**config.mk**
```make
export PLATFORM = sky130hd
export DESIGN_NAME = ram_arbiter
export DESIGN_NICKNAME = d
export VERILOG_FILES = /design/src/rtl/ram_arbiter.sv
export SDC_FILE = /design/constraint.sdc
export NUM_CORES = 1
export LEC_CHECK = 0
export BUFFER_PORTS_ARGS = -buffer_cell sky130_fd_sc_hd__buf_2
export CAP_MARGIN = 20
export CORE_MARGIN = 2
export CORE_UTILIZATION = 30
export DETAILED_ROUTE_END_ITERATION = 8
export GPL_ROUTABILITY_DRIVEN = 0
export PLACE_DENSITY_LB_ADDON = 0.15
export SLEW_MARGIN = 20
export SYNTH_ARGS = -nofsm -noshare
export SYNTH_HDL_FRONTEND = slang
export SYNTH_SLANG_ARGS = --single-unit
```
**constraint.sdc**
```tcl
create_clock -name clk -period 1.1 [get_ports clk]
set_input_delay 0 -clock clk [delete_from_list [all_inputs] [get_ports clk]]
set_output_delay 0 -clock clk [all_outputs]
set_load 0.02 [all_outputs]
```
**src/rtl/ram_arbiter.sv**
```systemverilog
// Round-robin front end sharing one single-port synchronous RAM between requesters A and B.
// Zero-fills the RAM after every reset, then steers read data back with a 2-cycle latency.
module ram_arbiter #(
    parameter int unsigned DATA_WIDTH = 8,
    parameter int unsigned ADDR_WIDTH = 4,
    parameter int unsigned RAM_DEPTH  = 1 << ADDR_WIDTH
) (
    input  logic                  clk,
    input  logic                  rst,
    input  logic                  a_req,
    input  logic                  a_we,
    input  logic [ADDR_WIDTH-1:0] a_addr,
    input  logic [DATA_WIDTH-1:0] a_wdata,
    output logic                  a_gnt,
    output logic                  a_rvalid,
    output logic [DATA_WIDTH-1:0] a_rdata,
    input  logic                  b_req,
    input  logic                  b_we,
    input  logic [ADDR_WIDTH-1:0] b_addr,
    input  logic [DATA_WIDTH-1:0] b_wdata,
    output logic                  b_gnt,
    output logic                  b_rvalid,
    output logic [DATA_WIDTH-1:0] b_rdata,
    output logic                  ram_we,
    output logic [ADDR_WIDTH-1:0] ram_addr,
    output logic [DATA_WIDTH-1:0] ram_wdata,
    input  logic [DATA_WIDTH-1:0] ram_rdata,
    output logic                  init_done
);

    localparam logic [ADDR_WIDTH-1:0] LastAddr = ADDR_WIDTH'(RAM_DEPTH - 1);

    typedef enum logic [0:0] {StClear, StRun} state_e;

    state_e                state_q;
    logic [ADDR_WIDTH-1:0] clr_addr_q;
    logic                  prio_b_q;  // 0: A wins a tie, 1: B wins a tie
    logic                  init_done_q;
    logic                  a_tag_q, b_tag_q;
    logic                  a_rvalid_q, b_rvalid_q;
    logic [DATA_WIDTH-1:0] a_rdata_q, b_rdata_q;
    logic                  run;

    assign run = (state_q == StRun);

    always_comb begin
        a_gnt = run & a_req & (~b_req | ~prio_b_q);
        b_gnt = run & b_req & (~a_req | prio_b_q);
    end

    always_comb begin
        ram_we    = 1'b0;
        ram_addr  = '0;
        ram_wdata = '0;
        if (!run) begin
            ram_we   = 1'b1;
            ram_addr = clr_addr_q;
        end else if (a_gnt) begin
            ram_we    = a_we;
            ram_addr  = a_addr;
            ram_wdata = a_wdata;
        end else if (b_gnt) begin
            ram_we    = b_we;
            ram_addr  = b_addr;
            ram_wdata = b_wdata;
        end
    end

    always_ff @(posedge clk) begin
        if (rst) begin
            state_q     <= StClear;
            clr_addr_q  <= '0;
            prio_b_q    <= 1'b0;
            init_done_q <= 1'b0;
            a_tag_q     <= 1'b0;
            b_tag_q     <= 1'b0;
            a_rvalid_q  <= 1'b0;
            b_rvalid_q  <= 1'b0;
            a_rdata_q   <= '0;
            b_rdata_q   <= '0;
        end else begin
            // Tag stage 1 marks whose read address is on the RAM; stage 2 is the rvalid strobe.
            a_tag_q    <= a_gnt & ~a_we;
            b_tag_q    <= b_gnt & ~b_we;
            a_rvalid_q <= a_tag_q;
            b_rvalid_q <= b_tag_q;
            if (a_tag_q) begin
                a_rdata_q <= ram_rdata;
            end
            if (b_tag_q) begin
                b_rdata_q <= ram_rdata;
            end

            if (state_q == StClear) begin
                clr_addr_q <= clr_addr_q + ADDR_WIDTH'(1);
                if (clr_addr_q == LastAddr) begin
                    state_q     <= StRun;
                    init_done_q <= 1'b1;
                end
            end else begin
                if (a_gnt) begin
                    prio_b_q <= 1'b1;
                end else if (b_gnt) begin
                    prio_b_q <= 1'b0;
                end
            end
        end
    end

    assign a_rvalid  = a_rvalid_q;
    assign b_rvalid  = b_rvalid_q;
    assign a_rdata   = a_rdata_q;
    assign b_rdata   = b_rdata_q;
    assign init_done = init_done_q;

endmodule

```
# Yosys cells after proc, flatten, opt, wreduce, memory -nomap -nowiden
# Index checks and enable logic that the tools add are counted.
dict set report totals {
  regBits 27
  in_bits 38
  out_inout_bits 34
  wordCells 42
}
dict set report classes {
  addsub 1
  eq_ne 1
  muxes 13
  n_bitwise 14
  reduce_logical 3
}
# op count
set op_table {}
lappend op_table {{$mux W8} 3}
lappend op_table {{$mux W4} 3}
lappend op_table {{$mux W1} 7}
lappend op_table {{$and A1 B1 Y1} 6}
lappend op_table {{$not A1 Y1} 6}
lappend op_table {{$add A4 B1 Y4 const B} 1}
lappend op_table {{$eq A4 B4 Y1 const B} 1}
lappend op_table {{$reduce_and A2 Y1} 2}
lappend op_table {{$or A1 B1 Y1} 2}
lappend op_table {{$reduce_bool A2 Y1} 1}

# Depth between registers and ports, before layout
# Gate-level depths: netlist of run 1.
dict set report logic_depth {
  ltp_word 6
  depth_mapped 5
  ltp_nobuf 4
}

# Worst setup path after synthesis of run 1
# OpenSTA, ideal clock, no wires.
dict set report synth_path {
  kind {register to output}
  from {register state_q, in the netlist run}
  to {output ram_wdata[0]}
  arrival_ns 1.072
  required_time_ns 1.100
  slack_ns 0.028
  stages_incl_launch_ff 6
  path_buffers 2
  path_cell_list {dfxtp_1 -> buf_6 -> nand2_4 -> a21oi_4 -> buf_6 -> a22o_1}
}
dict set report synth_between {
  elab_chain_cells 5
  elab_cells_between_ends 7
  cone_classes {mux (3); bitwise (4)}
}
# item line
set synth_lines {}
lappend synth_lines {{from (decl)} 35} ;# state_e state_q;
lappend synth_lines {{from (signal assigned)} 71} ;# state_q <= StClear;
lappend synth_lines {{from (signal assigned)} 97} ;# state_q <= StRun;
lappend synth_lines {{$and A1 B1 Y1 (2 in a row)} 48} ;# b_gnt = run & b_req & (~a_req | prio_b_q);
lappend synth_lines {{via b_gnt} 21} ;# output logic b_gnt,
lappend synth_lines {{$mux W8} 62} ;# end else if (b_gnt) begin
lappend synth_lines {{$mux W8} 58} ;# end else if (a_gnt) begin
lappend synth_lines {{$mux W8} 55} ;# if (!run) begin
lappend synth_lines {{to (decl)} 26} ;# output logic [DATA_WIDTH-1:0] ram_wdata,
# The timed path passes the listed nets, and every way through them passes these cells.

# Final worst setup path of run 1
dict set report layout_path {
  from {register state_q, in the netlist run}
  to {output ram_wdata[1]}
}
dict set report layout_between {
  elab_chain_cells 5
  elab_cells_between_ends 7
  cone_classes {mux (3); bitwise (4)}
}
# item line
set layout_lines {}
lappend layout_lines {{$and A1 B1 Y1 (2 in a row)} 48}
lappend layout_lines {{$mux W8} 62}
lappend layout_lines {{$mux W8} 58}
lappend layout_lines {{$mux W8 (*)} 55}
# Every way passes the cells marked *; elsewhere a longest branch is shown, timed or not.

==> results_dict.tcl, run 1 <==
set metrics [dict create \
    outcome "finished, violations left" \
    violations "negative setup slack" \
    hold_depth 3 \
    drt_iter0_drc 34 \
    yosysWarningCount 0 \
    route.detailed.drc 0 \
    tightestPinTransition_ps 497 \
    powerDensity_nw_per_um2 888 \
    fin_skew_ps 6.16 \
    synth_area_um2 1180 \
    syn-num-nets 151 \
    timing.final.hold_violations 0 \
    cts_buffer_depth 2 \
    postRouteAntennaNets 0 \
    core-area_um2 3720 \
    cp.arrival_ps 1450 \
    cp_num_buf_inv 4 \
    path_cells "buf_6 > nand2_4 > a21oi_4 > buf_12 > clkbuf_16 > a22o_1 > buf_6" \
    path_clk_slew_ps 90 \
    synth_cell_types 23 \
    rsz0062_at_grt "true" \
    pin_count 72 \
    port_buffers 71 \
    synth-seq-cells 27 \
    cts_buffers 3 \
    fin_area_um2 2010 \
    wirelength_mm 3.32 \
    crit_path_max_fanout 8 \
    whs_ps 41.9 \
    max_stage_delay_ps 360 \
    antenna_found_initial 0 \
    layout-drive-gt1-share_pct 54.1 \
    peakVddDrop_uv 576 \
    finalSetupViolCount 15 \
    start_util_pct 31.7 \
    clk_latency_ps 280 \
    clkSinkCount 27 \
    finalCritPeriodShare_pct 132 \
    critical-path-top-delay-family "buffers and inverters" \
    cp-start-kind "flop" \
    nets 247 \
    crit_path_end_kind "output port" \
    leakagePower_nw 0.914 \
    area_growth_pct 70.5 \
    setup_ws_ps -348 \
    gr-total-overflow 0 \
    crit_type "flop to output port" \
    post_dp_cell_area_um2 1640 \
    first_global_vias 1143 \
    cts_tree "built" \
    detail_route.first_pass.iterations 4 \
    die_width_um 66.6 \
    mostFrequentLayoutCell "buf_2" \
    grt_max_degree 28 \
    die-area_um2 4440 \
    slew_viol_final 0 \
    num_antenna_cells 0 \
    cp.required_ps 1100 \
    ys_seq_area_share_pct 45.9 \
    vias 1168 \
    hpwl_mm 2.29 \
    cts_max_level 1 \
    avgSynthCellArea_um2 10.5 \
    reg2reg_depth 4 \
    nFillCells 352 \
    grt_pass1_wl_mm 4.74 \
    num_rows 22 \
    fmax_mhz 691 \
    wire_per_inst_um 13.0 \
    grt.total_usage_pct 14.2 \
    viasPerCell 4.58 \
    final_cell_mix "57 x buf_2, 23 x dfxtp_1, 21 x nor2_1, 17 x mux2i_1" \
    min_path_type "primary input to flop" \
    finalCriticalPeriod_ps 1450 \
    maxCapViolations 0 \
    cpMostUsedCell "buf_6" \
    cts_root_buf "clkbuf_8" \
    crit_slowest_cell "dfxtp_2" \
    pre_cts_ws_ps -76.6 \
    slew_headroom_pct 66.9 \
    power_w 0.00178 \
    syn_inst 112 \
    path_depth 7 \
    die_h_um 66.6 \
]
==> cells in the mapped netlist <==
cell	number	area, um^2
ha_1	1	12.5
nand3_1	2	10.0
a21oi_1	2	10.0
nand2_1	2	7.51
nand2_4	1	11.3
and2b_2	3	26.3
dfxtp_1	27	541
a31oi_1	1	6.26
mux2i_1	17	170
nor3b_2	2	25.0
xnor2_1	1	8.76
buf_2	3	15.0
nand4b_1	1	8.76
a221o_2	5	56.3
buf_1	2	7.51
buf_6	3	33.8
a21oi_4	2	32.5
a22o_1	8	70.1
nor2b_1	4	25.0
nor3_1	1	5.00
nor2_1	21	78.8
xor2_1	1	8.76
inv_1	2	7.51
==> metal layers <==
| metal | routed length, um | track usage (%) | part of all wire, % |
|---|---|---|---|
| met5 | 0 | 0 | 0 |
| met4 | 36 | 5.36 | 1.1 |
| met3 | 203 | 2.70 | 6.1 |
| met2 | 1860 | 28.9 | 56 |
| met1 | 1210 | 13.8 | 37 |
==> per-stage QoR <==
| stage | std cells | utilization, % | setup TNS (ps) |
|---|---|---|---|
| 6_report | 255 | 54.0 | -4680 |
| 5_1_grt | 255 | 54.0 | -5420 |
| 4_1_cts | 252 | 51.4 | -4610 |
| 3_5_place_dp | 234 | 44.2 | -669 |
| 3_3_place_gp | 234 | 44.2 | -341 |
| 2_1_floorplan | 112 | - | 0 |
==> timing repair <==
action / in CTS / in global routing
gates resized for setup: 22 / 13
cloned: 1 / 1
pin swaps: 3 / 2
hold buffers: 10 / 0
endpoints found under the setup margin: 15 / 16
buffers inserted: 3 / 2
hold endpoints to repair: 17 / 0
==> flip-flops by register name, indices dropped and copies added (netlist names) <==
signal	count
a_rdata	8
a_rvalid	1
a_tag_q	1
b_rdata	8
b_rvalid	1
b_tag_q	1
clr_addr_q	4
init_done	1
prio_b_q	1
run	1
==> cells by family after synthesis <==
kind of cell / after synthesis / synth area share, %
AOI/OAI and AO/OA: 18 / 14.9
xor gates and xnor gates: 2 / 1.49
adders and majority gates: 1 / 1.06
buffers and inverters: 10 / 5.42
DFF: 27 / 45.9
muxes: 17 / 14.5
and+or+nand+nor: 37 / 16.8
==> final timing paths <==
check              from            end  slack (ps)
max                 run   ram_wdata[1]        -350
min               a_req       prio_b_q          40
max reg2reg         run  clr_addr_q[2]          70
min reg2reg  b_rdata[4]     b_rdata[4]         500
==> worst register-to-register path, delay by kind of cell, from the launching register on <==
family | cells | cell delay, ps
flip-flops | 1 | 360
AND/OR/NAND/NOR | 2 | 280
buffers and inverters | 1 | 150
XOR/XNOR | 1 | 120
==> power by group <==
part           internal [W]  switching, W
registers          0.000988     0.0000110
clock network      0.000257      0.000319
logic              0.000118     0.0000873
==> layout make-up <==
cell class / instances / area [um^2] / share of cell area (%)
Inverter: 2 / 7.51 / 0.374
Multi-Input combinational cell: 75 / 583 / 29.1
Clock buffer: 3 / 41.3 / 2.06
Timing Repair Buffer: 99 / 762 / 38.0
Tap cell: 48 / 60.1 / 2.99
Sequential cell: 27 / 546 / 27.2
Clock inverter: 1 / 7.51 / 0.374
Power figures use the tool's default switching activity.
==> inputs of run 2 (changes only) <==
--- a/constraint.sdc
+++ b/constraint.sdc
@@ -3,2 +3,2 @@
 set_output_delay 0 -clock clk [all_outputs]
-set_load 0.02 [all_outputs]
+set_load 0.01 [all_outputs]
==> results_dict.tcl, run 2 (synthesis results as in run 1) <==
set metrics [dict create \
    finalSetupViolCount 15 \
    layoutNonFillerInstCount 254 \
    finalCritPeriodShare_pct 133 \
    fin_skew_ps 1.45 \
    cp-start-kind "flop" \
    rsz0062_at_grt "true" \
    min_path_type "primary input to flop" \
    fmax_mhz 685 \
    grt.total_usage_pct 14.7 \
    wirelength_mm 3.18 \
    crit_path_max_fanout 5 \
    slew_viol_final 0 \
    crit_path_end_kind "output port" \
    crit_type "flop to output port" \
    whs_ps 44.9 \
    setup_ws_ps -361 \
    peakVddDrop_uv 1110 \
    grt_pass1_wl_mm 5.02 \
    cts_tree "built" \
    drt_iter0_drc 26 \
    die_h_um 66.6 \
    num_antenna_cells 0 \
    mostFrequentLayoutCell "buf_2" \
    nFillCells 355 \
    antenna_found_initial 0 \
    port_buffers 71 \
    r2r-start "run" \
    die_width_um 66.6 \
    cp.arrival_ps 1460 \
    powerDensity_nw_per_um2 904 \
    die-area_um2 4440 \
    holdPathEnd "prio_b_q" \
    clk_latency_ps 260 \
    finalCriticalPeriod_ps 1460 \
    cts_buffers 3 \
    leakagePower_nw 0.895 \
    layout-drive-gt1-share_pct 51.9 \
    vias 1167 \
    area_growth_pct 62.7 \
    cts_max_level 1 \
    violations "negative setup slack" \
    timing.final.hold_violations 0 \
    cts_buffer_depth 2 \
    cp.required_ps 1100 \
    cts_root_buf "clkbuf_8" \
    startpoint "run" \
    hpwl_mm 2.35 \
    reg2reg_depth 5 \
    viasPerCell 4.59 \
    gr-total-overflow 0 \
    num_rows 22 \
    outcome "finished, violations left" \
    r2r-end "clr_addr_q[2]" \
    slew_headroom_pct 67.5 \
    pre_cts_ws_ps -32.6 \
    detail_route.first_pass.iterations 4 \
    wire_per_inst_um 12.5 \
    dp_cells 235 \
    route.detailed.drc 0 \
    final_cell_mix "64 x buf_2, 25 x dfxtp_1, 21 x nor2_1, 17 x mux2i_1, 11 x buf_6" \
    path_clk_slew_ps 80 \
    first_global_vias 1174 \
    reg2reg_slack_ps 0 \
    pin_count 72 \
    fin_util_pct 51.5 \
    clkSinkCount 27 \
    tightestPinTransition_ps 487 \
    power_w 0.00173 \
    postRouteAntennaNets 0 \
    nets 246 \
    hp-start "a_req" \
    core-area_um2 3720 \
    maxCapViolations 0 \
    hold_depth 3 \
    start_util_pct 31.7 \
    grt_max_degree 28 \
]
## run 2: report_power, final
part	total (W)	internal (W)	switching, W
registers	0.000997	0.000986	0.0000104
logic	0.000197	0.000118	0.0000793
clock network	0.000538	0.000259	0.000279
total	0.00173	0.00136	0.000369
## run 2: layout make-up
type,instances,area [um^2],area share (%)
Clock buffer,4,45.0,2.35
Inverter,2,7.51,0.392
Multi-Input combinational cell,75,581,30.3
Sequential cell,27,543,28.3
Tap cell,48,60.1,3.14
Timing Repair Buffer,98,679,35.5
## run 2: critical path, stage by stage (launching register included)
cell and delay [ps]:
dfxtp_2 350, buf_6 120, nand2_4 60, a21oi_4 50
buf_12 130, a221o_2 360, buf_6 130
## run 2: stage by stage
| step | TNS, ps | area [um^2] |
|---|---|---|
| global placement | -20.0 | 1650 |
| detailed placement | -230 | 1650 |
| floorplan | 0 | 1180 |
| global route | -5090 | 1920 |
| finish | -4140 | 1920 |
| CTS | -3970 | 1830 |
## run 2: how the worst max path moves through the flow
| stage | end | slack (ps) | cells after the start |
|---|---|---|---|
| after CTS | ram_wdata[5] | -310 | 6 |
| after global placement | ram_addr[1] | -10 | 4 |
| final | ram_addr[1] | -360 | 6 |
| after detailed placement | ram_wdata[5] | -30 | 6 |
| after global routing | ram_addr[3] | -400 | 6 |
| after floorplan | b_tag_q | 70 | 5 |
## run 2: timing repair
action / CTS / global route
pin swaps: 0 / 3
hold endpoints to repair: 17 / 0
hold buffers: 10 / 0
buffers inserted: 1 / 4
setup endpoints to repair: 15 / 16
resized for setup: 6 / 8
## run 2: metal layers
layer  share of wire [%]  vias up  GRT usage (%)
met5                   0        -              0
met4                 1.1        0           3.83
met3                 6.7        4           3.55
met2                  55       48           28.9
met1                  37      535           15.4
li1                    -      580              -
==> inputs of run 3 (changes only) <==
- clock period: 1.1 -> 1.8 ns (I/O delays scaled with it)
==> results_dict.tcl, run 3 (synthesis results as in run 1) <==
set metrics [dict create \
    vias 1093 \
    fmax_mhz 651 \
    slew_viol_final 0 \
    layout-drive-gt1-share_pct 47.1 \
    viasPerCell 4.61 \
    core-area_um2 3720 \
    final_cell_mix "71 x buf_2, 26 x dfxtp_1, 21 x nor2_1, 17 x mux2i_1, 10 x dlygate4sd3_1" \
    nFillCells 365 \
    start_util_pct 31.7 \
    crit_type "flop to output port" \
    cts_buffers 3 \
    finalSetupViolCount 0 \
    area_growth_pct 43.3 \
    post_cts_buffers 0 \
    first_global_vias 1070 \
    wirelength_mm 2.93 \
    r2r-start "run" \
    pin_count 72 \
    tightestPinTransition_ps 527 \
    wirelength_met1_mm 1.08 \
    hpwl_mm 2.18 \
    drt_iter0_drc 56 \
    timing.final.hold_violations 0 \
    die_width_um 66.6 \
    leakagePower_nw 0.783 \
    path_cells "nand2_1 > a21oi_4 > a22o_1 > buf_2" \
    finalCritPeriodShare_pct 85.3 \
    multi_input_area_um2 573 \
    hold_depth 3 \
    cts_buffer_depth 2 \
    die_h_um 66.6 \
    gr-total-overflow 0 \
    cp.arrival_ps 1540 \
    holdPathEnd "prio_b_q" \
    maxCapViolations 0 \
    rsz0062_at_grt "false" \
    wire_per_inst_um 12.3 \
    clkSinkCount 27 \
    peakVddDrop_uv 266 \
    reg2reg_slack_ps 570 \
    powerDensity_nw_per_um2 626 \
    detail_route.first_pass.iterations 3 \
    min_path_type "primary input to flop" \
    r2r-end "a_tag_q" \
    crit_path_end_kind "output port" \
    cp_num_buf_inv 1 \
    antenna_found_initial 0 \
    cts_tree "built" \
    num_antenna_cells 0 \
    wl_met3_um 199 \
    fin_area_um2 1690 \
    clk_latency_ps 270 \
    wl_met2_mm 1.63 \
    crit_slowest_cell "dfxtp_2" \
    grt_pass1_wl_mm 4.55 \
    outcome "finished clean" \
    mostFrequentLayoutCell "buf_2" \
    seq_area_um2 542 \
    route.detailed.drc 0 \
    max_stage_delay_ps 450 \
    nets 229 \
    fin_skew_ps 3.14 \
    reg2reg_depth 3 \
    die-area_um2 4440 \
    finalCriticalPeriod_ps 1540 \
    cp.required_ps 1800 \
    postRouteAntennaNets 0 \
    post_dp_cell_area_um2 1540 \
    port_buffers 71 \
    slew_headroom_pct 64.8 \
    critical-path-top-delay-family "compound AO/OA/AOI/OAI gates" \
    tns_ps 0 \
    crit_path_max_fanout 15 \
    top_layer "met4" \
    cp-start-kind "flop" \
    cts_max_level 1 \
    path_clk_slew_ps 90 \
    hp-start "a_req" \
    cts_root_buf "clkbuf_8" \
    num_rows 22 \
    grt.total_usage_pct 13.5 \
    grt_max_degree 28 \
]
run 3: worst max-delay path by stage:
stage / to / slack [ps] / depth (start not counted) / from
global placement: ram_wdata[3] / 470 / 4 / run
CTS: ram_wdata[3] / 80 / 4 / run
floorplan: b_tag_q / 770 / 5 / run
global route: ram_wdata[3] / 140 / 4 / run
detailed placement: ram_wdata[3] / 390 / 4 / run
finish: ram_wdata[3] / 260 / 4 / run
run 3: area by class of cell:
class,instances,share of cell area (%)
Clock buffer,3,2.45
Tap cell,48,3.56
Timing Repair Buffer,81,27.0
Clock inverter,1,0.445
Multi-Input combinational cell,75,34.0
Inverter,2,0.445
Sequential cell,27,32.1
run 3: metrics by stage:
| step | setup slack (ps) | utilization, % | hold slack (ps) | cells | total power [W] |
|---|---|---|---|---|---|
| after CTS | 77.6 | 45.4 | 63.4 | 237 | 0.00107 |
| after global placement | 470 | 41.3 | 200 | 223 | 0.000711 |
| after detailed placement | 386 | 41.3 | 205 | 223 | 0.000714 |
| final | 264 | 45.4 | 63.7 | 237 | 0.00106 |
| after floorplan | 775 | - | 69.5 | 112 | 0.000656 |
| after global routing | 141 | 45.4 | 74.7 | 237 | 0.00111 |
run 3: report_power, final:
part | switching, W | internal (W)
Combinational | 0.0000447 | 0.0000622
Clock | 0.000183 | 0.000157
Sequential | 0.00000602 | 0.000603
Total | 0.000233 | 0.000822
run 3: routing by layer:
metal | up-vias | global-route usage, %
li1 | 543 | -
met1 | 509 | 14.3
met2 | 39 | 26.4
met3 | 2 | 2.70
met4 | 0 | 3.83
met5 | - | 0
run 3: worst reg2reg max path, cell delays in order (launching register included):
cell     delay (ps)
dfxtp_2         450
nand2_1         120
a21oi_4         330
nor3b_2         250
run 3: timing repair:
item                       4_1_cts  5_1_grt
resized for setup                0        1
hold endpoints to repair        16        0
hold buffers                    10        0
setup endpoints to repair        0        8
